$ cat src/rtl/tone_meter_if.sv
// Bus bundle for tone_meter: measurement controls in, measurement results out.
// valid is a one-cycle strobe with no back-pressure (there is no ready): the
// results are latched alongside it and stay stable until the next strobe, so
// a consumer may sample them at the strobe or at any cycle afterwards.
interface tone_meter_if;
  logic [15:0] ticks_per_milli;
  logic        ena;
  logic        sound;
  logic [9:0]  freq;
  logic        ovf;
  logic        valid;
  logic        silent;
  logic        tone_hit;
  logic [1:0]  tone_id;

  // Source of controls and the audio line; consumer of results.
  modport master (
    output ticks_per_milli, ena, sound,
    input  freq, ovf, valid, silent, tone_hit, tone_id
  );

  // The meter itself.
  modport slave (
    input  ticks_per_milli, ena, sound,
    output freq, ovf, valid, silent, tone_hit, tone_id
  );
endinterface

$ cat src/rtl/tone_meter.sv
// Square-wave frequency meter. It counts rising edges of the speaker line
// over a gate of GATE_MS milliseconds, reports the saturated count in 10-bit
// Hz, and classifies the count against the four Simon game tones.
module tone_meter #(
  parameter int GATE_MS = 1000,
  parameter int TOL     = 8
) (
  input  logic         clk,
  input  logic         rst,
  tone_meter_if.slave  bus
);

  localparam int MS_W = (GATE_MS > 1) ? $clog2(GATE_MS) : 1;
  localparam logic [MS_W-1:0] MS_LAST = MS_W'(GATE_MS - 1);
  localparam logic [10:0] CNT_MAX = 11'd2047;

  // Nominal game tones in Hz, indexed by tone_id.
  localparam int TONE [4] = '{196, 262, 330, 784};

  // Synchroniser (s1, s2) and edge-detect history (s3).
  logic s1, s2, s3;
  logic rise;

  // Gate timing.
  logic [15:0]     tick;
  logic [MS_W-1:0] ms;
  logic [15:0]     tpm_last;
  logic            tick_wrap;
  logic            ms_wrap;
  logic            run_q;
  logic            window_end;

  // Edge counting and result computation.
  logic [10:0] count;
  logic [11:0] final_count;
  logic [9:0]  freq_next;
  logic        ovf_next;
  logic        hit_next;
  logic [1:0]  id_next;

  // Registered results.
  logic [9:0] freq_q;
  logic       ovf_q;
  logic       valid_q;
  logic       silent_q;
  logic       hit_q;
  logic [1:0] id_q;

  // Bring the asynchronous audio line into the clock domain and keep one
  // extra stage of history so a rising edge shows up as a single-cycle pulse.
  always_ff @(posedge clk or negedge rst) begin
    if (!rst) begin
      s1 <= 1'b0;
      s2 <= 1'b0;
      s3 <= 1'b0;
    end else begin
      s1 <= bus.sound;
      s2 <= s1;
      s3 <= s2;
    end
  end

  assign rise = s2 & ~s3;

  // A zero ticks_per_milli is read as one. The >= compare lets the tick
  // counter recover at once if the divisor is lowered mid-window.
  assign tpm_last  = (bus.ticks_per_milli == 16'd0) ? 16'd0 : (bus.ticks_per_milli - 16'd1);
  assign tick_wrap = (tick >= tpm_last);
  assign ms_wrap   = (ms >= MS_LAST);

  // run_q remembers that the counters were live last cycle, so a window whose
  // final cycle coincides with ena falling still completes and reports.
  assign window_end = (bus.ena | run_q) & tick_wrap & ms_wrap;

  // Track whether the gate counters were running in the previous cycle.
  always_ff @(posedge clk or negedge rst) begin
    if (!rst) begin
      run_q <= 1'b0;
    end else begin
      run_q <= bus.ena;
    end
  end

  // Tick and millisecond counters; both park at zero while disabled so that
  // re-enabling always starts a fresh, full-length window.
  always_ff @(posedge clk or negedge rst) begin
    if (!rst) begin
      tick <= '0;
      ms   <= '0;
    end else if (!bus.ena) begin
      tick <= '0;
      ms   <= '0;
    end else if (tick_wrap) begin
      tick <= '0;
      ms   <= ms_wrap ? '0 : (ms + 1'b1);
    end else begin
      tick <= tick + 16'd1;
    end
  end

  // Saturating rising-edge counter for the current window. A rise in the
  // window-end cycle belongs to the closing window and is folded into
  // final_count instead of this register.
  always_ff @(posedge clk or negedge rst) begin
    if (!rst) begin
      count <= '0;
    end else if (!bus.ena || window_end) begin
      count <= '0;
    end else if (rise && (count != CNT_MAX)) begin
      count <= count + 11'd1;
    end
  end

  assign final_count = {1'b0, count} + {11'd0, rise};
  assign ovf_next    = (final_count > 12'd1023);
  assign freq_next   = ovf_next ? 10'd1023 : final_count[9:0];

  // Match the saturated reading against each nominal tone. Tones sit more
  // than 2*TOL apart, so at most one can match; an overflowed reading never
  // counts as a hit even though it saturates to a fixed value.
  always_comb begin
    hit_next = 1'b0;
    id_next  = 2'd0;
    for (int k = 0; k < 4; k++) begin
      if ((int'(freq_next) >= TONE[k] - TOL) &&
          (int'(freq_next) <= TONE[k] + TOL) && !ovf_next) begin
        hit_next = 1'b1;
        id_next  = 2'(k);
      end
    end
  end

  // Latch all results together with a single-cycle valid strobe at the close
  // of each window; otherwise results hold.
  always_ff @(posedge clk or negedge rst) begin
    if (!rst) begin
      freq_q   <= '0;
      ovf_q    <= 1'b0;
      valid_q  <= 1'b0;
      silent_q <= 1'b0;
      hit_q    <= 1'b0;
      id_q     <= 2'd0;
    end else if (window_end) begin
      freq_q   <= freq_next;
      ovf_q    <= ovf_next;
      valid_q  <= 1'b1;
      silent_q <= (final_count == 12'd0);
      hit_q    <= hit_next;
      id_q     <= id_next;
    end else begin
      valid_q  <= 1'b0;
    end
  end

  assign bus.freq     = freq_q;
  assign bus.ovf      = ovf_q;
  assign bus.valid    = valid_q;
  assign bus.silent   = silent_q;
  assign bus.tone_hit = hit_q;
  assign bus.tone_id  = id_q;

endmodule

$ cat src/flat_wrapper.sv
// flat-port wrapper written by rule: the top's interface ports become plain ports
module tone_meter_flat 
#(
  parameter int GATE_MS = 1000,
  parameter int TOL     = 8
)
  (clk, rst, bus_ticks_per_milli, bus_ena, bus_sound, bus_freq, bus_ovf, bus_valid, bus_silent, bus_tone_hit, bus_tone_id);
  tone_meter_if bus_i ();
  input  logic clk;
  input  logic rst;
  input wire logic [$bits(bus_i.ticks_per_milli)-1:0] bus_ticks_per_milli;
  input wire logic [$bits(bus_i.ena)-1:0] bus_ena;
  input wire logic [$bits(bus_i.sound)-1:0] bus_sound;
  output wire logic [$bits(bus_i.freq)-1:0] bus_freq;
  output wire logic [$bits(bus_i.ovf)-1:0] bus_ovf;
  output wire logic [$bits(bus_i.valid)-1:0] bus_valid;
  output wire logic [$bits(bus_i.silent)-1:0] bus_silent;
  output wire logic [$bits(bus_i.tone_hit)-1:0] bus_tone_hit;
  output wire logic [$bits(bus_i.tone_id)-1:0] bus_tone_id;
  assign bus_i.ticks_per_milli = bus_ticks_per_milli;
  assign bus_i.ena = bus_ena;
  assign bus_i.sound = bus_sound;
  assign bus_freq = bus_i.freq;
  assign bus_ovf = bus_i.ovf;
  assign bus_valid = bus_i.valid;
  assign bus_silent = bus_i.silent;
  assign bus_tone_hit = bus_i.tone_hit;
  assign bus_tone_id = bus_i.tone_id;
  tone_meter #(.GATE_MS(GATE_MS), .TOL(TOL)) u_core (.clk(clk), .rst(rst), .bus(bus_i));
endmodule
$ cat config.mk
export PLATFORM = sky130hd
export DESIGN_NAME = tone_meter_flat
export DESIGN_NICKNAME = d
export VERILOG_FILES = /design/src/rtl/tone_meter_if.sv /design/src/rtl/tone_meter.sv /design/src/flat_wrapper.sv
export SDC_FILE = /design/constraint.sdc
export NUM_CORES = 1
export LEC_CHECK = 0
export CORE_MARGIN = 2
export CORE_UTILIZATION = 63
export DETAILED_ROUTE_END_ITERATION = 16
export PLACE_DENSITY = 0.89
export SKIP_CTS_REPAIR_TIMING = 1
export SLEW_MARGIN = 0
export SYNTH_ARGS = -nofsm -noshare
export SYNTH_HDL_FRONTEND = slang
export SYNTH_SLANG_ARGS = --single-unit
$ cat constraint.sdc
create_clock -name clk -period 3.96 [get_ports clk]
set_input_delay 0.594 -clock clk [delete_from_list [all_inputs] [get_ports clk]]
set_output_delay 0.594 -clock clk [all_outputs]
set_load 0.02 [all_outputs]
==> impl_metrics.tcl <==
set metrics [dict create \
    outcome "complete, no violations" \
    fin_setup_tns_ps 0 \
    utilization_pct 79.6 \
    clk_latency_ps 350 \
    drtAntennaViolNets 0 \
    path_class "input pin to flip-flop" \
    path_cells "clkdlybuf4s50_1 > nor4_2 > buf_4 > nand3_1 > nor2_1 > xor2_1 > nand2_1 > ha_1 > nand4_1 > a211oi_2 > o41ai_2 > a21oi_4 > o21ai_1 > buf_4 > or3_1 > o32a_1" \
    drc 0 \
    hold_viol_final 0 \
    netlist_instances 454 \
    vias 3699 \
    slew_headroom_pct 55.2 \
    fin_worst_skew_ps 10.5 \
    setup_viol 0 \
    leakage_nw 2.11 \
    drive_gt1_share_pct 13.0 \
    io_pins 36 \
    insertedDiodeCount 0 \
    clkPwrFrac_pct 43.7 \
    min_path_type "input pin to asynchronous set/reset pin" \
    syn-cell-area_sq_um 3890 \
    avgSynthCellArea_sq_um 8.57 \
    worst-path-max-fanout 8 \
    drtIter0Drc 280 \
    root_buffer "clkbuf_8" \
    use_met3_pct 5.54 \
    grt_pass1_wl_um 15800 \
    fmax_ghz 0.265 \
    drv_cap 0 \
    drtPass1Iterations 5 \
    h-tree-depth 3 \
    grt_max_degree 31 \
    fin_nets 555 \
    grt_use_met2_pct 50.8 \
    swShare_pct 25.1 \
    dieArea_sq_um 6820 \
    die_x_um 82.6 \
    synth_seq_cells 57 \
    max_stage_delay_ps 450 \
    cp-end-kind "flip-flop" \
    port_buffers 35 \
    worst_pin_slew_ps 668 \
    grt_usage_pct 30.6 \
    critPathMostFrequentCell "buf_4" \
    synth_edf_count 0 \
    required_ps 4190 \
    wl_per_cell_um 16.4 \
    core_area_sq_um 5960 \
    async_flop_share_pct 100 \
    viasPerCell 6.27 \
    grt_busiest_layer "met2" \
    finalCritPeriodShare_pct 95.2 \
    p_sw_w 0.000351 \
    area_growth_pct 21.8 \
    hpwlAfterDp_um 7030 \
    critical_path.slowest_cell "clkdlybuf4s50_1" \
    syn_nets 497 \
    die_y_um 82.6 \
    yosysWarnings 0 \
    crit_arrival_ps 4000 \
    grt_pass1_vias 3425 \
    ir_drop_uv 251 \
    combPwrFrac_pct 12.3 \
    synth_ff_type "dfrtp_1" \
    maxSlewViolCount 0 \
    clkTransAtPathRegs_ps 70 \
    routed_wl_um 9670 \
    clock-sinks 57 \
    yosysUniqueCellTypes 62 \
    internal_power_w 0.00105 \
    overflow 0 \
    start_util_pct 65.3 \
    rows 28 \
    cts_tree "yes" \
    cts_made_buffers 9 \
    place.gp.congestion 0.913 \
    use_met1_pct 39.3 \
    antenna_found_initial 0 \
    ys_seq_area_share_pct 36.7 \
    p_seq_share_pct 44.1 \
    critical_path.startpoint_type "input pin" \
    period_needed_ps 3770 \
    powerDensity_nw_per_um2 295 \
    clock_path_buffers 2 \
]
-- Yosys cell counts (6+ instances only) --
cell,number,area share (%)
a21o_1,6,1.2
nor3_1,7,0.90
a21oi_1,25,3.2
clkbuf_1,8,0.77
a31oi_1,8,1.3
buf_2,8,1.0
nand4_1,9,1.4
xnor2_1,18,4.1
and3_1,6,0.97
dfrtp_1,57,37
nand3_1,24,3.1
inv_1,8,0.77
nor4_1,9,1.4
ha_1,23,7.4
o21ai_0,13,1.7
nand2_1,57,5.5
xor2_1,23,5.2
nor2_1,57,5.5
-- cells in the final DEF, fill, tap and decap left out, types with 3 or more instances in the layout --
cell type	instances
a21o_1	6
a21oi_1	25
a31oi_1	8
and3_1	6
buf_4	30
clkbuf_8	11
clkdlybuf4s50_1	34
dfrtp_1	57
ha_1	23
inv_1	8
mux2_2	4
mux2i_1	3
nand2_1	56
nand2b_1	3
nand3_1	24
nand4_1	9
nor2_1	56
nor2b_1	4
nor3_1	7
nor4_1	6
o211ai_1	5
o21a_1	4
o21ai_0	12
o21ai_1	4
o21bai_1	3
o22ai_1	5
o31ai_1	5
or2_2	3
or3_1	5
or4_1	3
xnor2_1	18
xor2_1	23
-- registers in the layout, summed over array words and instances, names as in the netlist, 2 cells and up --
| register | cells |
|---|---|
| u_core.ms | 10 |
| u_core.tick | 16 |
| u_core.bus.freq | 10 |
| u_core.bus.tone_id | 2 |
| u_core.count | 11 |
-- layout make-up --
| type | count | area [sq um] |
|---|---|---|
| clock buffers | 11 | 151 |
| clock inverters | 3 | 65.1 |
| fillers | 375 | 1220 |
| inverters | 9 | 33.8 |
| multi-input cells | 369 | 2380 |
| flip-flops and latches | 57 | 1430 |
| well taps | 75 | 93.8 |
| repair buffers | 66 | 591 |
-- per-layer routing --
metal  wire length, um  share of wire, %
met1              4130                43
met2              4740                49
met3               500               5.2
met4               295               3.1
met5                 0                 0
-- final timing paths --
| check | cells past startpoint | end | slack [ps] | from |
|---|---|---|---|---|
| max | 16 | u_core.bus.tone_hit | 190 | bus_ticks_per_milli[4] |
| min | 1 | u_core.count[4] | 250 | rst |
| max reg2reg | 10 | u_core.bus.freq[3] | 490 | u_core.s2 |
| min reg2reg | 0 | u_core.s2 | 350 | u_core.s1 |
| max in group asynchronous | 2 | u_core.tick[2] | 2890 | rst |
| min in group clk | 0 | u_core.s2 | 350 | u_core.s1 |
-- logic make-up (layout without fill, tap and decap cells) --
family	Yosys count	after routing	synth area share [%]
xor gates and xnor gates	41	41	9.23
and+or+nand+nor	200	200	24.6
adders and majority gates	23	23	7.40
buffers and inverters	28	89	3.15
DFF	57	57	36.7
muxes	7	7	1.93
AOI/OAI and AO/OA	98	98	17.0
-- per-stage QoR --
stage | setup slack, ps | cells | hold slack, ps | area (sq um) | total power [W]
6_report | 190 | 590 | 247 | 4740 | 0.00140
5_1_grt | -14.5 | 590 | 303 | 4740 | 0.00145
4_1_cts | -4.65 | 590 | 279 | 4700 | 0.00139
3_5_place_dp | -347 | 576 | 336 | 4490 | 0.000794
3_3_place_gp | -88.9 | 576 | 333 | 4490 | 0.000785
2_1_floorplan | 239 | 454 | 298 | 3890 | 0.000719
-- power groups by stage --
stage	clock network, W	registers (W)	logic, W
finish	0.000611	0.000616	0.000172
global route	0.000642	0.000618	0.000191
CTS	0.000609	0.000615	0.000168
detailed placement	0	0.000626	0.000168
global placement	0	0.000625	0.000159
floorplan	0	0.000614	0.000105
-- worst max-delay path: cells and delay by family --
family                     cells  cell delay [ps]
adders and majority gates      1              310
xor gates and xnor gates       1              160
AOI/OAI and AO/OA              5              940
buffers and inverters          3              810
and+or+nand+nor                6             1160
Power figures use the tool's default switching activity.
